## src/rtl/baud_controller_rx_param.sv

```systemverilog
// Receive-side baud controller: a fractional phase accumulator produces
// oversample ticks, a tick index locates the bit centre, and three samples
// taken around that centre are majority-voted into one received bit.
module baud_controller_rx_param #(
  parameter int ACC_W        = 24,
  parameter int OVERSAMPLE   = 16,
  parameter int SAMPLE_POINT = OVERSAMPLE / 2,
  localparam int IDX_W       = $clog2(OVERSAMPLE)
) (
  input  logic             clk,
  input  logic             reset,
  input  logic             en,
  input  logic [ACC_W-1:0] incr,
  input  logic             align,
  input  logic             rx_in,
  output logic             os_tick,
  output logic [IDX_W-1:0] os_idx,
  output logic             sample_enable,
  output logic             bit_tick,
  output logic             bit_valid,
  output logic             bit_value
);

  // Tick indices of interest within one bit period.
  localparam logic [IDX_W-1:0] IDX_LAST  = IDX_W'(OVERSAMPLE - 1);
  localparam logic [IDX_W-1:0] IDX_PRE   = IDX_W'(SAMPLE_POINT - 1);
  localparam logic [IDX_W-1:0] IDX_MID   = IDX_W'(SAMPLE_POINT);
  localparam logic [IDX_W-1:0] IDX_POST  = IDX_W'(SAMPLE_POINT + 1);

  // Phase accumulator and tick position.
  logic [ACC_W-1:0] acc_reg, acc_next;
  logic [ACC_W:0]   sum;
  logic             carry;
  logic [IDX_W-1:0] idx_reg, idx_next, idx_inc;

  // Early and centre samples held until the third sample arrives.
  logic             vote0_reg, vote0_next;
  logic             vote1_reg, vote1_next;

  // Registered outputs.
  logic             tick_reg, tick_next;
  logic             se_reg, se_next;
  logic             bt_reg, bt_next;
  logic             bv_reg, bv_next;
  logic             val_reg, val_next;

  // Next-state logic: align beats enable, enable gates all phase advance.
  always_comb begin
    sum        = {1'b0, acc_reg} + {1'b0, incr};
    carry      = sum[ACC_W];
    idx_inc    = (idx_reg == IDX_LAST) ? '0 : idx_reg + 1'b1;

    acc_next   = acc_reg;
    idx_next   = idx_reg;
    vote0_next = vote0_reg;
    vote1_next = vote1_reg;
    tick_next  = 1'b0;
    se_next    = 1'b0;
    bt_next    = 1'b0;
    bv_next    = 1'b0;
    val_next   = val_reg;

    if (align) begin
      // Restart the bit so the next tick is index 0; the partial bit is lost.
      acc_next   = '0;
      idx_next   = IDX_LAST;
      vote0_next = 1'b1;
      vote1_next = 1'b1;
    end else if (en) begin
      // The carry is the tick; the remainder stays in the accumulator so
      // the long-term rate carries no drift.
      acc_next  = sum[ACC_W-1:0];
      tick_next = carry;
      if (carry) begin
        idx_next = idx_inc;
        se_next  = (idx_inc == IDX_MID);
        bt_next  = (idx_inc == IDX_LAST);
        if (idx_inc == IDX_PRE) begin
          vote0_next = rx_in;
        end
        if (idx_inc == IDX_MID) begin
          vote1_next = rx_in;
        end
        if (idx_inc == IDX_POST) begin
          bv_next  = 1'b1;
          val_next = (vote0_reg & vote1_reg) | (vote0_reg & rx_in) | (vote1_reg & rx_in);
        end
      end
    end
  end

  // State register with synchronous reset to an idle line.
  always_ff @(posedge clk) begin
    if (reset) begin
      acc_reg   <= '0;
      idx_reg   <= IDX_LAST;
      vote0_reg <= 1'b1;
      vote1_reg <= 1'b1;
      tick_reg  <= 1'b0;
      se_reg    <= 1'b0;
      bt_reg    <= 1'b0;
      bv_reg    <= 1'b0;
      val_reg   <= 1'b1;
    end else begin
      acc_reg   <= acc_next;
      idx_reg   <= idx_next;
      vote0_reg <= vote0_next;
      vote1_reg <= vote1_next;
      tick_reg  <= tick_next;
      se_reg    <= se_next;
      bt_reg    <= bt_next;
      bv_reg    <= bv_next;
      val_reg   <= val_next;
    end
  end

  assign os_tick       = tick_reg;
  assign os_idx        = idx_reg;
  assign sample_enable = se_reg;
  assign bit_tick      = bt_reg;
  assign bit_valid     = bv_reg;
  assign bit_value     = val_reg;

endmodule
```

## config.mk

```make
export PLATFORM = sky130hd
export DESIGN_NAME = baud_controller_rx_param
export DESIGN_NICKNAME = d
export VERILOG_FILES = /design/src/rtl/baud_controller_rx_param.sv
export SDC_FILE = /design/constraint.sdc
export NUM_CORES = 1
export LEC_CHECK = 0
export CAP_MARGIN = 0
export CORE_MARGIN = 2
export CORE_UTILIZATION = 25
export DETAILED_ROUTE_END_ITERATION = 16
export DONT_BUFFER_PORTS = 1
export GPL_ROUTABILITY_DRIVEN = 0
export GPL_TIMING_DRIVEN = 0
export HOLD_SLACK_MARGIN = 0.12
export PLACE_DENSITY = 0.43
export RECOVER_POWER = 50
export SETUP_SLACK_MARGIN = 0.1
export SLEW_MARGIN = 20
export SYNTH_ARGS = -nofsm -noshare
export SYNTH_HDL_FRONTEND = slang
export SYNTH_SLANG_ARGS = --single-unit
```

## constraint.sdc

```tcl
create_clock -name clk -period 3.62 [get_ports clk]
set_input_delay 0.724 -clock clk [delete_from_list [all_inputs] [get_ports clk]]
set_output_delay 0.724 -clock clk [all_outputs]
set_load 0.1 [all_outputs]
```

## Word-level counts from Yosys, hierarchy flattened

Cells that the tools add are included.

| storage, ports and cells | value |
|---|---|
| latch bits | 0 |
| input bits | 29 |
| memory bits (read-only) | 0 |
| memories kept | 0 |
| flip-flop bits (word level) | 35 |
| word-level logic and storage cells | 33 |
| output and inout bits | 9 |
| memory bits (writable) | 0 |

| cells by class | value |
|---|---|
| $lt $le $gt $ge | 0 |
| reductions and logical operators | 7 |
| add/subtract/negate cells | 2 |
| eq/ne operators | 5 |
| multiplexer cells | 2 |
| shifts and indexed selects | 0 |
| divide/modulo/power cells | 0 |
| bitwise logic cells | 8 |
| $mul | 0 |

Operator list:

| cell | count |
|---|---|
| adder 24 x 24 -> 25 bit | 1 |
| == test 4 bit, second input constant | 4 |
| AND reduction 3 bit | 2 |
| adder 4 x 1 -> 4 bit, second input constant | 1 |
| == test 4 x 3 -> 1 bit, second input constant | 1 |
| 2-to-1 mux 4 bit | 1 |
| AND reduction 4 bit | 1 |
| OR reduction 4 bit | 1 |
| bitwise AND 1 bit | 3 |
| NOT 1 bit | 3 |
| OR reduction 3 bit | 1 |
| bitwise OR 1 bit | 2 |
| AND reduction 2 bit | 1 |
| OR reduction 2 bit | 1 |
| 2-to-1 mux 1 bit | 1 |

## Longest topological paths before layout

Gate-level depths: netlist (run 1).

| logic depth | value |
|---|---|
| depth in word-level cells | 4 |
| mapped depth | 9 |
| mapped depth without buffers | 9 |

## Worst setup path after synthesis (run 1)

No wires, ideal clock.

| timing | value |
|---|---|
| path type | input to register |
| start | in incr[0] |
| end | reg acc_reg[18] |
| slack | 889 ps |
| arrival | 2,612 ps |
| buffers on the path | 0 |
| stages on the path | 9 |
| library setup time | 120 ps |
| data required time | 3,500 ps |
| cells stage by stage | ha_1 > fa_1 > a211o_1 > a21oi_2 > o21a_4 > o21ai_1 > a311oi_1 > xor2_1 > o21ai_1 |

| between the ends | value |
|---|---|
| cells in the longest elaborated chain, start to end | 1 |

RTL lines:

| item | line | RTL |
|---|---|---|
| start, declared | 13 | `input logic [ACC_W-1:0] incr,` |
| adder 24 x 24 -> 25 bit | 49 | `sum = {1'b0, acc_reg} + {1'b0, incr};` |
| end signal, assigned | 105 | `acc_reg <= acc_next;` |
| end, declared | 31 | `logic [ACC_W-1:0] acc_reg, acc_next;` |

Every way passes these cells.
A chain may end at the register's enable or synchronous reset.

## Worst setup path after layout (run 1)

| timing | value |
|---|---|
| start | reg idx_reg[0] (netlist: os_idx[0]) |
| end | reg val_reg (netlist: bit_value) |

| between the ends | value |
|---|---|
| cells in the longest elaborated chain, start to end | 4 |
| elaborated cells on any way between the ends | 5 |
| those cells by class | add/sub: 1; eq/ne: 2; mux: 1; reduce/logical: 1 |

RTL lines:

| item | line | RTL |
|---|---|---|
| start, declared | 34 | `logic [IDX_W-1:0] idx_reg, idx_next, idx_inc;` |
| start signal, assigned | 106 | `idx_reg <= idx_next;` |
| adder 4 x 1 -> 4 bit or == test 4 bit (tied branches) | 51 | `idx_inc = (idx_reg == IDX_LAST) ? '0 : idx_reg + 1'b1;` |
| 2-to-1 mux 4 bit * | 51 |  |
| == test 4 bit * | 84 | `if (idx_inc == IDX_POST) begin` |
| AND reduction 4 bit (no line) * | n/a |  |
| end signal, assigned | 113 | `val_reg <= val_next;` |
| end, declared | 45 | `logic val_reg, val_next;` |

Every way passes the cells marked *; elsewhere a longest branch is shown, timed or not.

==> results of run 1 <==
==> final timing paths <==
path | start | end | slack [ps] | cells past startpoint
min | acc_reg[19] | acc_reg[19] | 460 | 2
max reg2reg | os_idx[0] | bit_value | 680 | 6
min reg2reg | acc_reg[19] | acc_reg[19] | 460 | 2
max | os_idx[0] | bit_value | 680 | 6
==> area by class of cell <==
cell class	count	area, um^2	area share (%)
multi-input combinational	268	1840	63.0
sequential	35	701	24.0
clock inverter	2	38.8	1.33
buffer	10	40.0	1.37
clock buffer	6	82.6	2.83
tap	136	170	5.84
inverter	12	45.0	1.55
==> cells by family (layout without fill, tap and decap cells) <==
group	Yosys count	after routing
flip-flops	35	35
adder cells (fa/ha/maj)	29	29
multiplexers	9	9
XOR/XNOR	15	15
AND/OR/NAND/NOR	101	101
AO/OA/AOI/OAI	114	114
buffers and inverters	22	30
==> where the power goes <==
part           total, W  internal, W  switching [W]
Combinational  0.000214    0.0000841       0.000130
Sequential     0.000406     0.000398     0.00000870
Clock          0.000389     0.000227       0.000163
==> metrics by stage <==
step	worst slack, ps	power [W]	utilization, %	cell area, um^2
global placement	664	0.000633	27.4	2830
detailed placement	663	0.000633	27.4	2830
finish	680	0.00101	28.2	2920
floorplan	889	0.000588	-	2660
global route	453	0.00107	28.2	2920
CTS	688	0.00103	28.6	2950
==> per-layer routing <==
| layer | vias up | wire length, um | track usage [%] |
|---|---|---|---|
| li1 | 1218 | - | - |
| met1 | 1113 | 3440 | 16.9 |
| met2 | 51 | 3270 | 20.7 |
| met3 | 9 | 393 | 3.53 |
| met4 | 0 | 112 | 4.08 |
| met5 | - | 0 | 0 |
==> placed cells by master (no fill, tap or decap), types with 7 or more instances in the layout <==
| cell | Yosys | final |
|---|---|---|
| nand2_1 | 22 | 22 |
| ha_1 | 28 | 28 |
| a211oi_1 | 10 | 11 |
| xor2_1 | 9 | 9 |
| o21a_1 | 6 | 7 |
| a21o_1 | 10 | 10 |
| inv_1 | 12 | 12 |
| nor3_1 | 8 | 8 |
| nor2_1 | 32 | 32 |
| o21ai_0 | 21 | 22 |
| nand3_1 | 15 | 15 |
| mux2i_1 | 9 | 9 |
| dfxtp_1 | 35 | 35 |
| a21oi_1 | 26 | 27 |
==> critical path: stages (launching register included) <==
cell      delay, ps
dfxtp_1        1120
ha_1            430
nand4_1         120
o21ai_0         320
nand2_1         170
or4_1           540
o211ai_1        170
==> impl_metrics.toml, run 1 <==
[yosys]
ys_seq_area_share_pct = 26.4
synth-compound-area-share_pct = 29.8
yosysTopAreaCell = "dfxtp_1"
synth_top_family_by_area = "compound AO/OA/AOI/OAI gates"
async_flop_share_pct = 0
synthAdderAreaFrac_pct = 13.9
synthXorXnorAreaFrac_pct = 4.95
synthFlopType = "dfxtp_1"
netlist_area_mm2 = 0.00266
ys.warnings.count = 0
synth_cell_types = 57
yosysMostFrequentCell = "dfxtp_1"
ys_seq_elements = 35
syn_nets = 383
synth_edf_count = 0
synthTopCellsByCount = "35 x dfxtp_1, 32 x nor2_1, 28 x ha_1, 26 x a21oi_1, 22 x nand2_1"
synth_area_per_cell_um2 = 8.17
yosys-top-cells-area = "dfxtp_1 26%, ha_1 13%, a21oi_1 4.9%, nor2_1 4.5%, o21ai_0 4.0%"
synth_mux_area_share_pct = 3.39
synthSimpleGateAreaFrac_pct = 18.3
synth_top_area_share_pct = 26.4
netlist_instances = 325

[power]
power_density_mw_per_mm2 = 346
leakagePower_nw = 1.23
ir_worst_vdd_uv = 160

[cts]
holdBufCountCts = 0
cts_tree = "done"
cts.sinks = 35
ctsResizeCount = 0
cts_max_level = 2
root_buffer = "clkbuf_8"
clk_path_buf_depth = 2
clock_latency_ps = 300
clkTransAtPathRegs_ps = 80
cts_inserted_buffers = 5
post_cts_buffers = 0

[floorplanning]
die_h_um = 107
row_count = 37
pin_count = 38
die_area_mm2 = 0.0115
die_w_um = 107
start_util_pct = 25.7
core_region_area_mm2 = 0.0103

[sta]
max_clock_freq_mhz = 340
clock_skew_ps = 8.03
maxSlewViolCount = 0
slew_headroom_pct = 20.8
hold_viol = 0
fin_setup_tns_ps = 0
fin_hold_ws_ps = 457
min_period_ps = 2940
tightest_slew_ps = 1190
setup_viol = 0
rsz0062_at_grt = "no"
post-route-period-util_pct = 81.2

[critical_path]
crit_path_end_kind = "flop"
crit_fanout = 8
crit_type = "flop to flop"
required_ps = 3850
cp-start-kind = "flop"
arrival_ps = 3170

[placement]
dp_cells = 461
dp_hpwl_mm = 5.47
numPortBuffers = 0

[global_route]
grt_pass1_vias = 2349
grt_use_total_pct = 13.0
grt_pass1_wl_mm = 11.8
grt_antenna_before_repair = 0
grt_max_degree = 13
grt_overflow = 0

[drt]
drt_iter0_markers = 124
wl_per_cell_um = 15.4
drc = 0
vias = 2391
drtAntennaViolNets = 0
wl_mm = 7.22
via_per_inst = 5.10
drt-pass1-iter-count = 4

[finish]
insertedDiodeCount = 0
syn2layout_area_growth_pct = 9.75
largest_reg_flops = 24
layout-drive-gt1-share_pct = 6.31
fin_nets = 390
fin_cells = 469
fill_cells = 1126

[hold_path]
hp-class = "flop to flop"

[status]
outcome = "finished clean"

[flow_run]
drv_cap = 0
(Power assumes the default switching activity.)
==> run 2: changes to the inputs <==
- clock period: 3.62 -> 2.85 ns (I/O delays scaled with it)
==> impl_metrics.toml, run 2 (synthesis gave the netlist of run 1 again) <==
[critical_path]
required_ps = 3030
rrSetupSlack_ps = 280
crit_fanout = 5
path_cells = "ha_1, fa_1, a211o_1, a21oi_2, o21a_4, o21ai_1, a311oi_1, xor2_1, o21ai_1"
critPathTopFamily = "compound AO/OA/AOI/OAI gates"
cp-start-kind = "flop"
cp_slowest_cell = "fa_1"
crit_path_end_kind = "flop"
path_common_cell = "o21ai_1"
cp.buffers_inverters = 0
critPathMaxStageDelay_ps = 430
crit_type = "flop to flop"
arrival_ps = 2750

[global_route]
grt_use_total_pct = 13.0
grt_antenna_before_repair = 0
grt_pass1_vias = 2349
grt_overflow = 0
grt_pass1_wl_mm = 11.8
grt_max_degree = 13

[cts]
cts.sinks = 35
cts_inserted_buffers = 5
holdBufCountCts = 0
clkTransAtPathRegs_ps = 80
cts_tree = "done"
cts_max_level = 2
clock_latency_ps = 300
root_buffer = "clkbuf_8"
clk_path_buf_depth = 2
post_cts_buffers = 0

[power]
ir_worst_vdd_uv = 204
power_density_mw_per_mm2 = 438
leakagePower_nw = 1.23

[sta]
max_clock_freq_mhz = 389
setup_viol = 0
maxSlewViolCount = 0
clock_skew_ps = 8.99
hold_viol = 0
slew_headroom_pct = 24.5
min_period_ps = 2570
fin_setup_tns_ps = 0
post-route-period-util_pct = 90.3
rsz0062_at_grt = "no"
fin_hold_ws_ps = 384
tightest_slew_ps = 1130

[finish]
layout-drive-gt1-share_pct = 8.11
fin_nets = 390
multi_input_area_mm2 = 0.00186
syn2layout_area_growth_pct = 10.8
fill_cells = 1124
regArea_um2 = 704
fin_cells = 469
largest_reg_flops = 24
insertedDiodeCount = 0
final_cell_mix = "32 x nor2_1, 32 x dfxtp_1, 28 x ha_1"
utilization_pct = 28.5

[placement]
dp_cells = 461
dp_hpwl_mm = 5.47
numPortBuffers = 0

[floorplanning]
pin_count = 38
core_region_area_mm2 = 0.0103
start_util_pct = 25.7
die_h_um = 107
die_w_um = 107
die_area_mm2 = 0.0115
row_count = 37

[drt]
drt_iter0_markers = 107
drc = 0
via_per_inst = 5.07
drtAntennaViolNets = 0
vias = 2377
wl_per_cell_um = 15.3
wl_mm = 7.18
drt-pass1-iter-count = 4

[hold_path]
hp-class = "input port to flop"

[flow_run]
drv_cap = 0

[status]
outcome = "finished clean"
-- run 2: what timing repair did --
item / in CTS / in global routing
setup endpoints to repair: 2 / 1
pin swaps: 0 / 0
resized for setup: 2 / 1
-- run 2: worst register-to-register path, delay by kind of cell (launching register included) --
kind                       cells  cell delay [ps]
adders and majority gates      2              650
xor gates and xnor gates       1              190
AOI/OAI and AO/OA              6             1300
DFF                            1              320
-- run 2: layout make-up --
class,instances,area share [%]
clock buffers,6,2.80
clock inverters,2,1.32
plain buffers,10,1.36
multi-input cells,268,63.3
flip-flops and latches,35,23.9
well taps,136,5.78
inverters,12,1.53
-- run 2: worst paths after layout --
kind / startpoint / endpoint / depth (start not counted)
worst min register to register: acc_reg[19] / acc_reg[19] / 2
worst min-delay path: reset / bit_value / 2
worst max-delay path: acc_reg[0] / acc_reg[18] / 9
worst max register to register: acc_reg[0] / acc_reg[18] / 9
-- run 2: routing by layer --
metal / global-route usage [%] / up-vias / wire length [um]
li1: - / 1213 / -
met2: 20.7 / 49 / 3250
met5: 0 / - / 0
met3: 3.53 / 9 / 374
met4: 4.08 / 0 / 114
met1: 16.9 / 1106 / 3440
-- run 2: per-stage QoR --
step / cell area [um^2] / setup slack [ps] / total power, W
global route: 2940 / 170 / 0.00136
global placement: 2830 / 0.00333 / 0.000804
finish: 2940 / 276 / 0.00129
CTS: 2950 / 174 / 0.00131
detailed placement: 2830 / -44.6 / 0.000804
floorplan: 2660 / 244 / 0.000747
-- run 2: where the power goes --
part / switching (W) / total (W) / internal [W]
Combinational: 0.000166 / 0.000276 / 0.000110
Sequential: 0.0000110 / 0.000516 / 0.000505
Clock: 0.000208 / 0.000496 / 0.000288
Total: 0.000385 / 0.00129 / 0.000904
